## config.mk

```make
export PLATFORM = sky130hd
export DESIGN_NAME = ram_bist_ctrl
export DESIGN_NICKNAME = d
export VERILOG_FILES = /design/src/rtl/ram_bist_ctrl.sv
export SDC_FILE = /design/constraint.sdc
export NUM_CORES = 1
export LEC_CHECK = 0
export BUFFER_PORTS_ARGS = -buffer_cell sky130_fd_sc_hd__clkbuf_2
export CORE_MARGIN = 10
export CORE_UTILIZATION = 30
export CTS_CLUSTER_DIAMETER = 150
export DETAILED_ROUTE_END_ITERATION = 7
export GPL_TIMING_DRIVEN = 0
export MAX_ROUTING_LAYER = met4
export PLACE_DENSITY_LB_ADDON = 0.05
export SYNTH_ARGS = -nofsm -noshare
export SYNTH_HDL_FRONTEND = slang
export SYNTH_SLANG_ARGS = --single-unit
```

## constraint.sdc

```tcl
create_clock -name clk -period 4.9 [get_ports clk]
set_input_delay 0.245 -clock clk [delete_from_list [all_inputs] [get_ports clk]]
set_output_delay 0.245 -clock clk [all_outputs]
set_load 0.01 [all_outputs]
```

## src/rtl/ram_bist_ctrl.sv

```systemverilog
// Write/read-back self test master for a single-port RAM macro.
// Optional second, inverted-pattern pass is enabled by defining BIST_INVERT_PASS_EN.
module ram_bist_ctrl #(
    parameter int ADDR_W = 10,
    parameter int DATA_W = 8,
    parameter int SEED   = 0
) (
    input  logic              clk,
    input  logic              rst,
    input  logic              start,
    output logic              busy,
    output logic              done,
    output logic              pass,
    output logic [ADDR_W:0]   err_count,
    output logic [ADDR_W-1:0] first_err_addr,
    output logic [ADDR_W-1:0] ram_addr,
    output logic [DATA_W-1:0] ram_data_in,
    output logic              ram_wr,
    output logic              ram_cs,
    output logic              ram_rd,
    input  logic [DATA_W-1:0] ram_data_out
);

    localparam logic [ADDR_W-1:0] LAST = {ADDR_W{1'b1}};

    typedef enum logic [2:0] {IDLE, WRITE, READ, CHECK, DONE} state_t;

    state_t            state, state_nxt;
    logic [ADDR_W-1:0] a, a_nxt;
    logic [ADDR_W:0]   err_nxt;
    logic [ADDR_W-1:0] first_nxt, addr_nxt;
    logic [DATA_W-1:0] din_nxt;
    logic              wr_nxt, cs_nxt, rd_nxt;
    logic              inv_q;
`ifdef BIST_INVERT_PASS_EN
    logic              inv_nxt;
`else
    assign inv_q = 1'b0;
`endif

    function automatic logic [DATA_W-1:0] pat(input logic [ADDR_W-1:0] x, input logic inv);
        logic [DATA_W-1:0] p;
        p = DATA_W'({x, 1'b0}) + DATA_W'(SEED);
        return inv ? ~p : p;
    endfunction

    assign busy = (state == WRITE) || (state == READ) || (state == CHECK);
    assign done = (state == DONE);
    assign pass = done && (err_count == '0);

    always_comb begin
        state_nxt = state;
        a_nxt     = a;
        err_nxt   = err_count;
        first_nxt = first_err_addr;
        addr_nxt  = ram_addr;
        din_nxt   = ram_data_in;
        wr_nxt    = 1'b0;
        cs_nxt    = 1'b0;
        rd_nxt    = 1'b0;
`ifdef BIST_INVERT_PASS_EN
        inv_nxt   = inv_q;
`endif
        case (state)
            IDLE, DONE: begin
                if (start) begin
                    state_nxt = WRITE;
                    a_nxt     = '0;
                    err_nxt   = '0;
                    first_nxt = '0;
                    addr_nxt  = '0;
                    din_nxt   = pat('0, 1'b0);
                    cs_nxt    = 1'b1;
                    wr_nxt    = 1'b1;
`ifdef BIST_INVERT_PASS_EN
                    inv_nxt   = 1'b0;
`endif
                end
            end
            WRITE: begin
                cs_nxt = 1'b1;
                if (a == LAST) begin
                    state_nxt = READ;
                    a_nxt     = '0;
                    addr_nxt  = '0;
                    rd_nxt    = 1'b1;
                end else begin
                    a_nxt    = a + 1'b1;
                    addr_nxt = a + 1'b1;
                    din_nxt  = pat(a + 1'b1, inv_q);
                    wr_nxt   = 1'b1;
                end
            end
            READ: begin
                state_nxt = CHECK;
                cs_nxt    = 1'b1;
                rd_nxt    = 1'b1;
            end
            CHECK: begin
                if (ram_data_out != pat(a, inv_q)) begin
                    err_nxt = err_count + 1'b1;
                    if (err_count == '0)
                        first_nxt = a;
                end
                if (a == LAST) begin
                    state_nxt = DONE;
`ifdef BIST_INVERT_PASS_EN
                    // Second sweep re-runs the whole write/read cycle with inverted data.
                    if (!inv_q) begin
                        state_nxt = WRITE;
                        inv_nxt   = 1'b1;
                        a_nxt     = '0;
                        addr_nxt  = '0;
                        din_nxt   = pat('0, 1'b1);
                        cs_nxt    = 1'b1;
                        wr_nxt    = 1'b1;
                    end
`endif
                end else begin
                    state_nxt = READ;
                    a_nxt     = a + 1'b1;
                    addr_nxt  = a + 1'b1;
                    cs_nxt    = 1'b1;
                    rd_nxt    = 1'b1;
                end
            end
            default: state_nxt = IDLE;
        endcase
    end

    always_ff @(posedge clk) begin
        if (rst) begin
            state          <= IDLE;
            a              <= '0;
            err_count      <= '0;
            first_err_addr <= '0;
            ram_addr       <= '0;
            ram_data_in    <= '0;
            ram_wr         <= 1'b0;
            ram_cs         <= 1'b0;
            ram_rd         <= 1'b0;
        end else begin
            state          <= state_nxt;
            a              <= a_nxt;
            err_count      <= err_nxt;
            first_err_addr <= first_nxt;
            ram_addr       <= addr_nxt;
            ram_data_in    <= din_nxt;
            ram_wr         <= wr_nxt;
            ram_cs         <= cs_nxt;
            ram_rd         <= rd_nxt;
        end
    end

`ifdef BIST_INVERT_PASS_EN
    always_ff @(posedge clk) begin
        if (rst) inv_q <= 1'b0;
        else     inv_q <= inv_nxt;
    end
`endif

endmodule

```

Word level (Yosys, flattened, before mapping)
Index checks and enable logic that the tools add are counted.
{"block": "word_totals", "output_inout_bits": 45, "regBits": 45, "word_cells": 60, "in_bits": 11}
{"block": "op_classes", "reduce_logical": 15, "n_addsub": 2, "muxes": 23, "eq_ne": 12}
{"op": "$mux W10", "count": 5}
{"op": "$pmux W10 S3", "count": 1}
{"op": "$mux W11", "count": 2}
{"op": "$pmux W11 S2", "count": 1}
{"op": "$pmux W10 S2", "count": 1}
{"op": "$mux W8", "count": 2}
{"op": "$pmux W8 S2", "count": 1}
{"op": "$pmux W3 S4", "count": 1}
{"op": "$add A11 B1 Y11 const B", "count": 1}
{"op": "$logic_not A11 Y1", "count": 1}
{"op": "$add A10 B1 Y10 const B", "count": 1}
{"op": "$eq A10 B10 Y1 const B", "count": 1}
{"op": "$mux W3", "count": 3}
{"op": "$reduce_and A3 Y1", "count": 3}
{"op": "$ne A8 B8 Y1", "count": 1}
{"op": "$eq A3 B2 Y1 const B", "count": 2}
{"op": "$ne A2 B1 Y1 const B", "count": 3}
{"op": "$ne A2 B2 Y1 const B", "count": 3}
{"op": "$pmux W1 S3", "count": 2}
{"op": "$reduce_and A4 Y1", "count": 1}
{"op": "$reduce_bool A2 Y1", "count": 2}
{"op": "$reduce_or A2 Y1", "count": 2}
{"op": "$eq A3 B1 Y1 const B", "count": 1}
{"op": "$eq A3 B3 Y1 const B", "count": 1}
{"op": "other kinds (7)", "count": 10}

Depth between registers and ports, before layout
Gate-level depths: netlist of run 1.
{"block": "logic_depth", "depth_word": 4, "ltp_mapped": 7, "ltp_nobuf": 5}

Least setup slack after synthesis of run 1
Ideal clock, no wire load.
{"block": "synth_path", "path_type": "register to register", "from": "register a[0]", "to": "register a[6]", "slack_ns": 3.181, "path_stages_with_launch": 8, "arrival_ns": 1.648, "synth_period_minus_slack_ns": 1.719, "setup_time_ns": 0.072, "required_ns": 4.828, "path_buffers": 2, "path_cell_list": "dfxtp_1 -> ha_1 -> and3_1 -> buf_6 -> a31o_1 -> buf_6 -> a211oi_2 -> mux2i_1"}
{"block": "synth_via", "elab_chain_cells": 3, "elab_cells_between_ends": 7, "cone_classes": "add/sub: 1; eq/ne: 2; mux: 3; reduce/logical: 1"}
{"item": "start: declaration", "line": "29", "source": "logic [ADDR_W-1:0] a, a_nxt;"}
{"item": "start signal: assignment", "line": "144", "source": "a <= a_nxt;"}
{"item": "$add A10 B1 Y10 or $eq A10 B10 Y1 (tied branches)"}
{"item": "$mux W10, or another cell as far along", "line": "105", "source": "if (a == LAST) begin"}
{"item": "$pmux W10 S3 or $reduce_and A3 Y1 (tied branches)"}
Parallel ways exist; a longest one is shown, timed or not. The select of a mux whose other input is x is not followed.
A chain may end at the register's enable or synchronous reset.

Final worst setup path of run 1
{"block": "layout_path", "from": "register a[0]", "to": "register ram_data_in[6]"}
{"block": "layout_via", "elab_chain_cells": 3, "elab_cells_between_ends": 6, "cone_classes": "add/sub: 1; eq/ne: 2; mux: 2; reduce/logical: 1"}
{"item": "$add A10 B1 Y10 or $eq A10 B10 Y1 (tied branches)"}
{"item": "$mux W8 or $ne A2 B2 Y1 (tied branches)"}
{"item": "$pmux W8 S2 or $reduce_and A3 Y1 (tied branches)"}
{"item": "end signal: assignment", "line": "148", "source": "ram_data_in <= din_nxt;"}
{"item": "end: declaration", "line": "17", "source": "output logic [DATA_W-1:0] ram_data_in,"}
Parallel ways exist; a longest one is shown, timed or not. The select of a mux whose other input is x is not followed.

==> results of run 1 <==
## per-layer routing
layer,up-vias,part of all wire (%)
met5,-,0
met4,0,0.87
met3,6,2.7
met2,43,46
met1,1025,50
li1,1131,-
## critical path: stages, from the launching register on
cell     delay, ps
dfxtp_1        560
ha_1           290
nand3_1        290
o31ai_4        550
a21o_1         150
a21oi_1         60
## cells by family after synthesis
group,count (synthesis)
AOI/OAI and AO/OA,45
xor gates and xnor gates,11
adders and majority gates,3
buffers and inverters,29
DFF,44
muxes,29
other,1
and+or+nand+nor,125
## area by class of cell
cell class	count	area share (%)
clock buffer	5	2.23
buffer	24	5.85
sequential	44	28.6
timing repair buffer	54	8.78
tap	105	4.27
multi-input combinational	214	46.7
clock inverter	3	2.93
inverter	5	0.610
## report_power, final
group	switching [mW]	internal, mW
sequential	0.00570	0.362
combinational	0.0503	0.0297
clock	0.135	0.255
## through the flow
step / hold WS (ps) / utilization, % / instances / instance area (µm²)
2_1_floorplan: 322 / - / 287 / 2520
3_3_place_gp: 444 / 35.7 / 446 / 2920
3_5_place_dp: 448 / 35.7 / 446 / 2920
4_1_cts: 221 / 37.7 / 454 / 3080
5_1_grt: 222 / 37.7 / 454 / 3080
6_report: 222 / 37.7 / 454 / 3080
## worst max-delay path by stage
| stage | endpoint | slack (ps) | depth (start not counted) |
|---|---|---|---|
| 4_1_cts | ram_data_in[6]$_SDFFE_PP0P_ | 2870 | 5 |
| 5_1_grt | ram_data_in[5]$_SDFFE_PP0P_ | 2710 | 5 |
| 3_3_place_gp | ram_data_in[6]$_SDFFE_PP0P_ | 2860 | 5 |
| 2_1_floorplan | a[6]$_SDFFE_PP0P_ | 3180 | 7 |
| 3_5_place_dp | ram_data_in[6]$_SDFFE_PP0P_ | 2880 | 5 |
| 6_report | ram_data_in[6]$_SDFFE_PP0P_ | 2870 | 5 |
## registers in the layout, summed over array words and instances (netlist names)
name / flops
ram_wr: 1
first_err_addr: 10
ram_cs: 1
a: 10
state: 3
ram_rd: 1
ram_data_in: 7
err_count: 11
## cell usage in the layout, fill, tap and decap left out, types with 6 or more instances in the layout
master    count
a21oi_1      17
buf_2         9
buf_4         7
buf_6         7
clkbuf_2     54
dfxtp_1      44
mux2i_1      29
nand2_1      46
nand2b_1      9
nand3_1      21
nand3b_1      8
nand4_1       6
nor2_1       10
nor3_1        7
xor2_1        9
==> impl_metrics.csv, run 1 <==
group,metric,value,unit
worst_setup_path,worstSetupPathType,"reg2reg",
logic_synthesis,ys_types,47,
logic_synthesis,ys_dominant_reg_cell,"dfxtp_1",
placed_design,gp_congestion,0.741,
logic_synthesis,syn_nets,301,
pwr,vdd_drop_max,0.146,mV
logic_synthesis,ys_ff_latch,44,
timing,rsz0062_at_grt,"false",
die,die_w,112,µm
global_routing,busiest_layer,"met2",
logic_synthesis,synth.largest_area_cell,"dfxtp_1",
global_routing,grt_pass1_wl,11.7,mm
worst_setup_path,setup.worst_path.end_class,"register",
global_routing,grt_use_met2,18.1,%
clock_network,clk_path_buf_depth,2,
global_routing,grt_pass1_vias,2208,
timing,maxSlewHeadroom,66.5,%
logic_synthesis,yosysMostFrequentCell,"nand2_1",
die,core,8180,µm²
logic_synthesis,synth-edff-count,0,
cells_and_area,multi_input_area,1440,µm²
worst_setup_path,worst_ep_arrival_time,2200,ps
detailed_routing,dr.pass1.iters,4,
pwr,power.leakage,1.21,nW
worst_setup_path,reg2reg_slack,2870,ps
timing,fin_worst_skew,9.42,ps
worst_setup_path,critPathRequiredTime,5070,ps
detailed_routing,wl_per_cell,15.7,µm
logic_synthesis,syn-cell-area,2520,µm²
timing,min_period,2030,ps
pwr,p_per_area,272,nW/µm²
detailed_routing,drt-total-wl,7.14,mm
global_routing,use_met3,2.42,%
placed_design,hpwl,5.36,mm
placed_design,io_buffer_count,54,
global_routing,grt_overflow_total,0,
run,maxCapViolCount,0,
worst_hold_path,hold_path.startpoint,"rst",
logic_synthesis,synth.area.mux_share,11.5,%
logic_synthesis,synthesis.instances,287,
clock_network,path_clk_slew,90,ps
clock_network,cts_buffers,5,
logic_synthesis,synth-compound-area-share,13.3,%
clock_network,postCtsSetupBuffers,0,
worst_hold_path,whs_path_depth,2,
cells_and_area,nets,362,
clock_network,clk_latency,310,ps
global_routing,grt_start_max_net_pins,15,
logic_synthesis,yosysWarnings,0,
worst_setup_path,cp-start-kind,"register",
global_routing,use_met1,14.6,%
detailed_routing,ant_nets,0,
logic_synthesis,yosys.area_share.adder,1.49,%
die,die_h,112,µm
timing,finalSetupViolCount,0,
cells_and_area,seqCellArea,881,µm²
worst_setup_path,worst-path-max-fanout,9,
global_routing,antenna_found_initial,0,
detailed_routing,drc_errors,0,
logic_synthesis,synthSimpleGateAreaFrac,26.8,%
logic_synthesis,yosys-top-cells-count,"nand2_1, dfxtp_1, mux2i_1",
logic_synthesis,synth_top_family_by_area,"simple AND/OR/NAND/NOR gates",
clock_network,cts_sinks,44,
die,num_io_pins,56,
timing,fin_crit_sh,41.4,%
clock_network,clockRootBuffer,"clkbuf_8",
clock_network,cts-htree-levels,2,
global_routing,gr-usage-all-layers,11.5,%
detailed_routing,routed_via_density,4.86,
logic_synthesis,ys_seq_area_share,35.0,%
clock_network,cts_tree,"yes",
timing,fmax,493,MHz
clock_network,cts_resized,0,
status,status,"finished clean",
die,rows,33,
timing,hold_viol_final,0,
cells_and_area,antenna_cells,0,
worst_setup_path,r2r_end,"ram_data_in[6]$_SDFFE_PP0P_",
die,start_util,30.8,%
detailed_routing,num_vias,2205,
cells_and_area,drive_above_1_share,28.1,%
worst_hold_path,min_to,"state[1]$_SDFFE_PP0P_",
clock_network,ctsHoldBuffers,0,
die,dieArea,12500,µm²
pwr,p_total,0.838,mW
timing,tightest_slew,502,ps
logic_synthesis,async_reset_ff_share,0,%
worst_setup_path,startpoint,"a[0]$_SDFFE_PP0P_",
logic_synthesis,synth_area_leaders,"dfxtp_1, mux2i_1, nand2_1, nand3_1, a21oi_1",
worst_setup_path,worstRegToRegCells,5,
timing,setup_tns,0,ps
cells_and_area,areaGrowthSynthToFinish,22.3,%
timing,drv_slew,0,
worst_hold_path,hold_class,"in2reg",
timing,layout_setup_ws,2870,ps
cells_and_area,fillCellCount,879,
placed_design,pre_cts_slack,2880,ps
worst_setup_path,r2r-start,"a[0]$_SDFFE_PP0P_",
logic_synthesis,synth-xor-area-share,3.83,%
logic_synthesis,yosysTopAreaCellShare,35.0,%
detailed_routing,first_iter_violations,54,
logic_synthesis,syn_avg_cell_area,8.78,µm²
No activity file was read; power rests on OpenSTA's default activity.
==> run 2: changes to the inputs <==
--- a/config.mk
+++ b/config.mk
@@ -5,6 +5,7 @@
 export SDC_FILE = /design/constraint.sdc
 export NUM_CORES = 1
 export LEC_CHECK = 0
+export ABC_AREA = 1
 export BUFFER_PORTS_ARGS = -buffer_cell sky130_fd_sc_hd__clkbuf_2
 export CORE_MARGIN = 10
 export CORE_UTILIZATION = 30
==> constraint.sdc (replaced) <==
create_clock -name clk -period 1.8 [get_ports clk]
set_input_delay 0.09 -clock clk [delete_from_list [all_inputs] [get_ports clk]]
set_output_delay 0.09 -clock clk [all_outputs]
set_load 0.01 [all_outputs]
==> impl_metrics.csv, run 2 <==
group,metric,value,unit
pwr,p_per_area,1360,nW/µm²
worst_setup_path,worst-path-max-fanout,10,
detailed_routing,dr.pass1.iters,4,
clock_network,cts-htree-levels,2,
global_routing,grt_pass1_vias,2235,
clock_network,cts_buffers,5,
die,rows,32,
cells_and_area,drive_above_1_share,23.9,%
placed_design,gp_congestion,0.812,
logic_synthesis,yosys-top-cells-count,"nand2_1, nor2_1, inv_1",
global_routing,antenna_found_initial,0,
worst_setup_path,slowest_delay,390,ps
clock_network,clockRootBuffer,"clkbuf_8",
logic_synthesis,synthesis.instances,371,
worst_setup_path,worstSetupPathType,"reg2reg",
pwr,power.leakage,1.38,nW
worst_setup_path,setup.worst_path.end_class,"register",
worst_setup_path,cp_slowest_cell,"dfxtp_4",
logic_synthesis,ys_ff_latch,44,
logic_synthesis,syn-cell-area,2430,µm²
worst_setup_path,path_buf_inv,1,
cells_and_area,final_cells,541,
global_routing,use_met3,2.21,%
global_routing,grt_use_met2,18.2,%
logic_synthesis,yosysMostFrequentCell,"nand2_1",
global_routing,grt_pass1_wl,11.2,mm
worst_setup_path,critPathRequiredTime,1990,ps
timing,setup_tns,0,ps
global_routing,grt_start_max_net_pins,15,
logic_synthesis,synth-edff-count,0,
global_routing,busiest_layer,"met2",
worst_setup_path,cp-start-kind,"register",
placed_design,pre_cts_slack,-101,ps
die,start_util,31.2,%
timing,fin_crit_sh,93.3,%
placed_design,hpwl,5.36,mm
logic_synthesis,synth_area_leaders,"dfxtp_1, nand2_1, nor2_1, inv_1, nand3_1",
logic_synthesis,syn_avg_cell_area,6.56,µm²
clock_network,cts_tree,"yes",
logic_synthesis,syn_nets,385,
pwr,vdd_drop_max,0.459,mV
pwr,power.switching,1.76,mW
detailed_routing,drt-total-wl,7.04,mm
clock_network,cts_sinks,44,
timing,hold_viol_final,0,
cells_and_area,final_common_cell,"nand2_1",
logic_synthesis,yosysTopAreaCellShare,36.2,%
global_routing,use_met1,16.2,%
cells_and_area,reg_top3,"err_count x11, a x10, first_err_addr x10",
logic_synthesis,ys_dominant_reg_cell,"dfxtp_1",
worst_setup_path,worstPathCellList,"ha_2 -> nand3_2 -> nor2_2 -> nand3_2 -> nor2_4 -> nor2_2 -> buf_4 -> o21ai_0 -> nor2_1",
pwr,p_total,4.13,mW
placed_design,io_buffer_count,54,
clock_network,clk_latency,290,ps
cells_and_area,fillCellCount,893,
pwr,p_clk_share,19.9,%
clock_network,clk_path_buf_depth,2,
cells_and_area,antenna_cells,0,
pwr,combPwrFrac,45.3,%
worst_hold_path,hold_class,"in2reg",
timing,layout_setup_ws,121,ps
die,die_w,110,µm
clock_network,path_clk_slew,90,ps
timing,fin_worst_skew,9.06,ps
cells_and_area,areaGrowthSynthToFinish,24.7,%
die,core,7810,µm²
clock_network,ctsHoldBuffers,0,
logic_synthesis,async_reset_ff_share,0,%
worst_setup_path,worst_ep_arrival_time,1860,ps
detailed_routing,routed_via_density,4.43,
timing,min_period,1680,ps
global_routing,grt_overflow_total,0,
cells_and_area,nets,452,
worst_setup_path,reg2reg_slack,120,ps
timing,fmax,596,MHz
detailed_routing,ant_nets,0,
logic_synthesis,synth.largest_area_cell,"dfxtp_1",
timing,finalSetupViolCount,0,
detailed_routing,num_vias,2397,
logic_synthesis,yosysWarnings,0,
detailed_routing,drc_errors,0,
cells_and_area,largest_reg_flops,11,
pwr,seqPwrFrac,34.7,%
worst_setup_path,crit_family,"simple AND/OR/NAND/NOR gates",
pwr,internal_power,2.37,mW
die,dieArea,12100,µm²
timing,drv_slew,0,
cells_and_area,top_register,"err_count",
detailed_routing,wl_per_cell,13.0,µm
die,num_io_pins,56,
run,maxCapViolCount,0,
cells_and_area,post-route-util,38.9,%
pwr,swShare,42.6,%
logic_synthesis,ys_types,32,
cells_and_area,mostFrequentLayoutCells,"nand2_1, nor2_1, clkbuf_2",
timing,tightest_slew,583,ps
placed_design,placed_cells,527,
global_routing,gr-usage-all-layers,11.9,%
detailed_routing,first_iter_violations,69,
timing,maxSlewHeadroom,61.0,%
status,status,"finished clean",
die,die_h,110,µm
logic_synthesis,ys_seq_area_share,36.2,%
run 2: changes by cell type after synthesis, sizes merged, moves of 7 or more:
cell / before / now
nand3b: 8 / 1
nor2: 10 / 75
inv: 5 / 48
nand3: 21 / 34
nand2: 46 / 99
mux2i: 29 / 0
buf: 23 / 8
a211oi: 8 / 0
nand2b: 9 / 0
o21ai: 5 / 20
run 2: per-stage QoR:
step           instance area, µm²  hold WS [ps]
6_report                     3030          33.1
5_1_grt                      3030          30.8
4_1_cts                      2950          21.4
3_5_place_dp                 2830           343
3_3_place_gp                 2830           342
2_1_floorplan                2430           152
run 2: worst register-to-register path, delay by kind of cell, from the launching register on:
family                     cells  cell delay, ps
and+or+nand+nor                6             660
DFF                            1             390
adders and majority gates      1             200
buffers and inverters          1             180
AOI/OAI and AO/OA              1             150
run 2: what timing repair did:
item                                    4_1_cts  5_1_grt
setup buffers                                 0        6
endpoints found under the setup margin       43       42
pin swaps                                     0        1
resized for setup                             1       16
run 2: power groups by stage:
stage	logic, mW	clock network (mW)	registers, mW
after floorplan	1.16	0	1.51
final	1.87	0.824	1.43
after CTS	1.83	0.850	1.44
after detailed placement	1.82	0	1.46
after global routing	2.14	0.884	1.47
after global placement	1.82	0	1.46
run 2: final timing paths:
kind	startpoint	endpoint	cells past startpoint
worst max-delay path	a[1]$_SDFFE_PP0P_	a[4]$_SDFFE_PP0P_	9
worst min-delay path	rst	ram_data_in[4]$_SDFFE_PP0P_	2
worst max register to register	a[1]$_SDFFE_PP0P_	a[4]$_SDFFE_PP0P_	9
worst min register to register	ram_data_in[4]$_SDFFE_PP0P_	ram_data_in[4]$_SDFFE_PP0P_	2
run 2: layout make-up:
cell class | instances | area [µm²] | area share, %
buffer | 11 | 82.6 | 2.72
multi-input combinational | 268 | 1320 | 43.4
sequential | 44 | 890 | 29.3
clock inverter | 2 | 38.8 | 1.28
timing repair buffer | 60 | 315 | 10.4
tap | 102 | 128 | 4.21
clock buffer | 6 | 82.6 | 2.72
inverter | 48 | 180 | 5.94
run 2: logic make-up after synthesis:
kind of cell	Yosys count	synth area share [%]
and+or+nand+nor	217	39.6
DFF	44	36.2
xor gates and xnor gates	10	3.60
buffers and inverters	59	10.6
AOI/OAI and AO/OA	37	8.23
adders and majority gates	3	1.54
other	1	0.154
run 2: metal layers:
layer / vias up / wire length [µm]
met3: 2 / 264
met1: 1069 / 3590
met5: - / 0
li1: 1288 / -
met2: 38 / 3150
met4: 0 / 36
